[src/rtl/can_frame_tail_tx.sv]
// CAN frame tail generator: CRC delimiter, ACK slot, ACK delimiter, EOF and
// intermission, advancing one bit per SP edge. Every output is registered on SP.
//
// state      | meaning
// -----------+------------------------------------------------------------
// S_IDLE     | waiting for start; TX recessive
// S_CRC_DEL  | CRC delimiter bit, F_CRC_D high
// S_ACK_SLOT | ACK slot; dominant only when acting as receiver with good CRC
// S_ACK_DEL  | ACK delimiter bit, F_ACK_D high
// S_EOF      | EOF_LEN recessive end-of-frame bits
// S_IFS      | IFS_LEN intermission bits; dominant RX ends it early
module can_frame_tail_tx #(
    parameter int EOF_LEN = 7,
    parameter int IFS_LEN = 3,
    parameter int CNT_W   = 4
) (
    input  logic SP,
    input  logic reset,
    input  logic start,
    input  logic role_tx,
    input  logic crc_ok,
    input  logic RX,
    input  logic FORM_Error,
    output logic TX,
    output logic F_CRC_D,
    output logic F_ACK_D,
    output logic ACK_Error,
    output logic overload_req,
    output logic sof_det,
    output logic busy,
    output logic done
);

    typedef enum logic [2:0] {
        S_IDLE,
        S_CRC_DEL,
        S_ACK_SLOT,
        S_ACK_DEL,
        S_EOF,
        S_IFS
    } state_t;

    localparam logic [CNT_W-1:0] EOF_LAST = CNT_W'(EOF_LEN - 1);
    localparam logic [CNT_W-1:0] IFS_LAST = CNT_W'(IFS_LEN - 1);

    state_t           state_q, state_d;
    logic [CNT_W-1:0] cnt_q, cnt_d;
    logic             role_q, role_d;
    logic             crc_q, crc_d;
    logic             tx_d, f_crc_d_d, f_ack_d_d, ack_err_d;
    logic             overload_d, sof_d, busy_d, done_d;

    // State, bit counter, latched frame attributes and registered outputs.
    always_ff @(posedge SP or negedge reset) begin
        if (!reset) begin
            state_q      <= S_IDLE;
            cnt_q        <= '0;
            role_q       <= 1'b0;
            crc_q        <= 1'b0;
            TX           <= 1'b1;
            F_CRC_D      <= 1'b0;
            F_ACK_D      <= 1'b0;
            ACK_Error    <= 1'b0;
            overload_req <= 1'b0;
            sof_det      <= 1'b0;
            busy         <= 1'b0;
            done         <= 1'b0;
        end else begin
            state_q      <= state_d;
            cnt_q        <= cnt_d;
            role_q       <= role_d;
            crc_q        <= crc_d;
            TX           <= tx_d;
            F_CRC_D      <= f_crc_d_d;
            F_ACK_D      <= f_ack_d_d;
            ACK_Error    <= ack_err_d;
            overload_req <= overload_d;
            sof_det      <= sof_d;
            busy         <= busy_d;
            done         <= done_d;
        end
    end

    // Next-state logic; the bus-facing outputs are derived from the state being
    // entered so they line up with the bit that state represents.
    always_comb begin
        state_d    = state_q;
        cnt_d      = cnt_q;
        role_d     = role_q;
        crc_d      = crc_q;
        ack_err_d  = ACK_Error;
        overload_d = 1'b0;
        sof_d      = 1'b0;
        done_d     = 1'b0;

        if (state_q == S_IDLE) begin
            // An abort request arriving with start cancels the frame before it begins.
            if (start && !FORM_Error) begin
                state_d   = S_CRC_DEL;
                cnt_d     = '0;
                role_d    = role_tx;
                crc_d     = crc_ok;
                ack_err_d = 1'b0;
            end
        end else if (FORM_Error) begin
            state_d = S_IDLE;
            cnt_d   = '0;
        end else begin
            case (state_q)
                S_CRC_DEL: begin
                    state_d = S_ACK_SLOT;
                    cnt_d   = '0;
                end
                S_ACK_SLOT: begin
                    state_d = S_ACK_DEL;
                    cnt_d   = '0;
                    if (role_q && RX) ack_err_d = 1'b1;
                end
                S_ACK_DEL: begin
                    state_d = S_EOF;
                    cnt_d   = '0;
                end
                S_EOF: begin
                    if (cnt_q == EOF_LAST) begin
                        state_d = S_IFS;
                        cnt_d   = '0;
                    end else begin
                        cnt_d = cnt_q + 1'b1;
                    end
                end
                S_IFS: begin
                    if (!RX) begin
                        state_d = S_IDLE;
                        cnt_d   = '0;
                        if (cnt_q == IFS_LAST) sof_d = 1'b1;
                        else                   overload_d = 1'b1;
                    end else if (cnt_q == IFS_LAST) begin
                        state_d = S_IDLE;
                        cnt_d   = '0;
                        done_d  = 1'b1;
                    end else begin
                        cnt_d = cnt_q + 1'b1;
                    end
                end
                default: begin
                    state_d = S_IDLE;
                    cnt_d   = '0;
                end
            endcase
        end

        tx_d      = !((state_d == S_ACK_SLOT) && !role_d && crc_d);
        f_crc_d_d = (state_d == S_CRC_DEL);
        f_ack_d_d = (state_d == S_ACK_DEL);
        busy_d    = (state_d != S_IDLE);
    end

endmodule

[config.mk]
export PLATFORM = sky130hd
export DESIGN_NAME = can_frame_tail_tx
export DESIGN_NICKNAME = d
export VERILOG_FILES = /design/src/rtl/can_frame_tail_tx.sv
export SDC_FILE = /design/constraint.sdc
export NUM_CORES = 1
export LEC_CHECK = 0
export CORE_MARGIN = 3
export CORE_UTILIZATION = 42
export CTS_CLUSTER_DIAMETER = 120
export CTS_CLUSTER_SIZE = 16
export DETAILED_ROUTE_END_ITERATION = 10
export PLACE_DENSITY = 0.66
export SETUP_SLACK_MARGIN = 0.5
export SLEW_MARGIN = 0
export SYNTH_ARGS = -nofsm -noshare
export SYNTH_HDL_FRONTEND = slang
export SYNTH_SLANG_ARGS = --single-unit
[constraint.sdc]
create_clock -name SP -period 1.8 [get_ports SP]
set_input_delay 0.18 -clock SP [delete_from_list [all_inputs] [get_ports SP]]
set_output_delay 0.18 -clock SP [all_outputs]
set_load 0.1 [all_outputs]
==> metrics.csv <==
stage,metric,value,unit
yosys,ys_ff_latch,17,
global_route,use_met3,3.21,%
sta,setup_viol,0,
setup_path,arrival,1.67,ns
floorplan,start_util,46.9,%
setup_path,path_max_fanout,4,
yosys,ys_warn_count,0,
yosys,synthTopCellsByArea,"dfrtp_1, nand2_1, dfstp_2",
yosys,synth_nets,92,
clock_network,clk_path_buf_depth,2,
final_layout,drive_above_1_share,52.2,%
clock_network,cts.sink_count,17,
final_layout,multi_input_area,522,µm²
yosys,synth_edf_count,0,
sta,drv_slew,0,
floorplan,dieArea,2640,µm²
run,drv_cap,0,
routing,wire_per_inst,14.0,µm
final_layout,area_growth,49.0,%
final_layout,fin_nets,123,
setup_path,max_stage_delay,0.40,ns
clock_network,cts-hold-fix-buffers,0,
global_route,busiest_layer,met2,
sta,rsz0062_at_grt,yes,
yosys,avgSynthCellArea,10.4,µm²
power_and_ir_drop,p_sw_share,29.9,%
clock_network,htreeDepth,1,
power_and_ir_drop,combPwrFrac,23.4,%
routing,drc,0,
sta,post-route-period-util,82.5,%
sta,tightest_slew,0.281,ns
floorplan,io_pins,15,
clock_network,cts_tree,yes,
setup_path,endpoint_kind,flop,
routing,num_vias,729,
yosys,netlist_top_cells_count,"dfrtp_1, nand2_1, inv_1, nor2_1, o21ai_0",
sta,hold_viol,0,
setup_path,crit_family,simple AND/OR/NAND/NOR gates,
placement,dp_hpwl,1.12,mm
global_route,grt_pass1_wl,3.06,mm
setup_path,worst_setup_path_start_kind,flop,
global_route,antenna_found_initial,0,
global_route,grt_pass1_vias,685,
final_layout,n_fill_cell,133,
floorplan,die_w,51.3,µm
floorplan,rows,15,
routing,drtPass1Iterations,4,
yosys,synth_top_area_share,46.4,%
yosys,post-synth-top-count-cell,dfrtp_1,
floorplan,core_area,1840,µm²
power_and_ir_drop,ir_worst_vdd,414,µV
placement,place_congestion,0.785,
clock_network,numCtsBuffers,3,
yosys,ys_async_sr_fraction,100,%
global_route,track_usage,15.7,%
global_route,grt_overflow,0,
yosys,synth_top_area_cell,dfrtp_1,
yosys,synthCells,83,
placement,dp_slack,0.165,ns
power_and_ir_drop,internal_power,0.000569,W
sta,timing.fmax,0.673,GHz
setup_path,cp_num_buf_inv,1,
yosys,ys_seq_area_share,49.4,%
floorplan,die_y,51.3,µm
yosys,synth-main-ff-cell,dfrtp_1,
final_layout,seq_area,432,µm²
routing,viasPerCell,5.28,
setup_path,crit_type,flop to flop,
clock_network,clkTransAtPathRegs,0.09,ns
min_path,hold_path.class,input pin to async pin,
setup_path,path_cells,"inv_2, ha_4, or3b_4, nand4_1, and3_4, o2bb2ai_2",
global_route,grtUsageMet2,23.0,%
final_layout,final_util,69.9,%
clock_network,cts_root_buffer,clkbuf_4,
sta,layout_setup_ws,0.315,ns
routing,final_antenna_net_count,0,
setup_path,critPathSlowestCell,dfrtp_1,
global_route,met1_usage,22.1,%
setup_path,cp.required,1.98,ns
yosys,synthesis.area,863,µm²
final_layout,diodes,0,
global_route,grt_max_degree,18,
power_and_ir_drop,switchingPower,0.000242,W
sta,finClkSkew,0.00271,ns
routing,drt-initial-drc-count,14,
sta,max_slew_margin,81.2,%
power_and_ir_drop,power.total,0.000811,W
power_and_ir_drop,power_frac_seq,51.8,%
yosys,synth.distinct_cells,36,
power_and_ir_drop,clockPowerShare,24.8,%
run_status,status,"finished, final reports clean",
routing,finalWirelength,1.94,mm
placement,port_buffers,14,
sta,setup_tns,0,ns
power_and_ir_drop,powerDensity,630,nW/µm²
sta,fin_crit,1.49,ns
power_and_ir_drop,p_leak,0.564,nW
clock_network,clk_latency,0.29,ns
[sequential cells by signal (all words and copies together), names as in the netlist]
name,count
done,1
state_q,3
busy,1
F_CRC_D,1
overload_req,1
role_q,1
sof_det,1
cnt_q,4
crc_q,1
ACK_Error,1
F_ACK_D,1
TX,1
[metal layers]
metal	up-vias	wire (µm)
li1	351	-
met1	336	878
met2	31	869
met3	11	112
met4	0	74
met5	-	0
[kinds of logic after synthesis]
group,Yosys count,synth area share (%)
adder cells (fa/ha/maj),2,2.90
XOR/XNOR,2,2.03
multiplexers,2,2.61
AND/OR/NAND/NOR,36,26.2
buffers and inverters,10,5.36
flip-flops,17,49.4
AO/OA/AOI/OAI,14,11.4
[cells in the final DEF (no fill, tap or decap), drive strengths merged, types with 3 or more instances in the layout]
cell           instances
buf                   24
dfrtp                 16
nand2                  8
clkdlybuf4s50          6
inv                    6
nor2                   6
o21ai                  5
nor3                   5
clkbuf                 4
a21oi                  3
[layout make-up]
class | count | share of cell area, %
well taps | 25 | 2.43
flip-flops and latches | 17 | 33.6
multi-input cells | 56 | 40.6
clock buffers | 4 | 2.04
inverters | 6 | 1.75
repair buffers | 30 | 19.6
[per-stage QoR]
stage               cells  hold slack [ns]  cell area, µm²
finish                138            0.203            1290
floorplan              83           -0.116             873
global route          138            0.211            1290
CTS                   134            0.213            1220
global placement      122            0.487            1040
detailed placement    122            0.495            1040
[final timing paths]
kind,start,endpoint,slack (ns),cells after the start
worst max-delay path,cnt_q[0]$_DFFE_PN0P_,busy$_DFF_PN0_,0.31,6
worst min-delay path,reset,overload_req$_DFF_PN0_,0.20,2
worst max register to register,cnt_q[0]$_DFFE_PN0P_,busy$_DFF_PN0_,0.31,6
worst min register to register,crc_q$_DFF_PN0_,crc_q$_DFF_PN0_,0.52,1
max in group asynchronous,reset,TX$_DFF_PN1_,1.35,2
min in group SP,role_tx,role_q$_DFF_PN0_,0.51,2
[power by group through the flow]
stage / registers (W) / clock network, W / logic [W]
after floorplan: 0.000461 / 0 / 0.0000602
final: 0.000420 / 0.000201 / 0.000190
after global placement: 0.000424 / 0 / 0.000147
after global routing: 0.000423 / 0.000227 / 0.000201
after detailed placement: 0.000424 / 0 / 0.000148
after CTS: 0.000419 / 0.000208 / 0.000180
[timing repair]
action / CTS / global route
hold endpoints to repair: 0 / 0
endpoints found under the setup margin: 14 / 15
gates resized for setup: 23 / 8
pin swaps: 12 / 8
buffers inserted: 8 / 4
No activity file was read; power rests on OpenSTA's default activity.
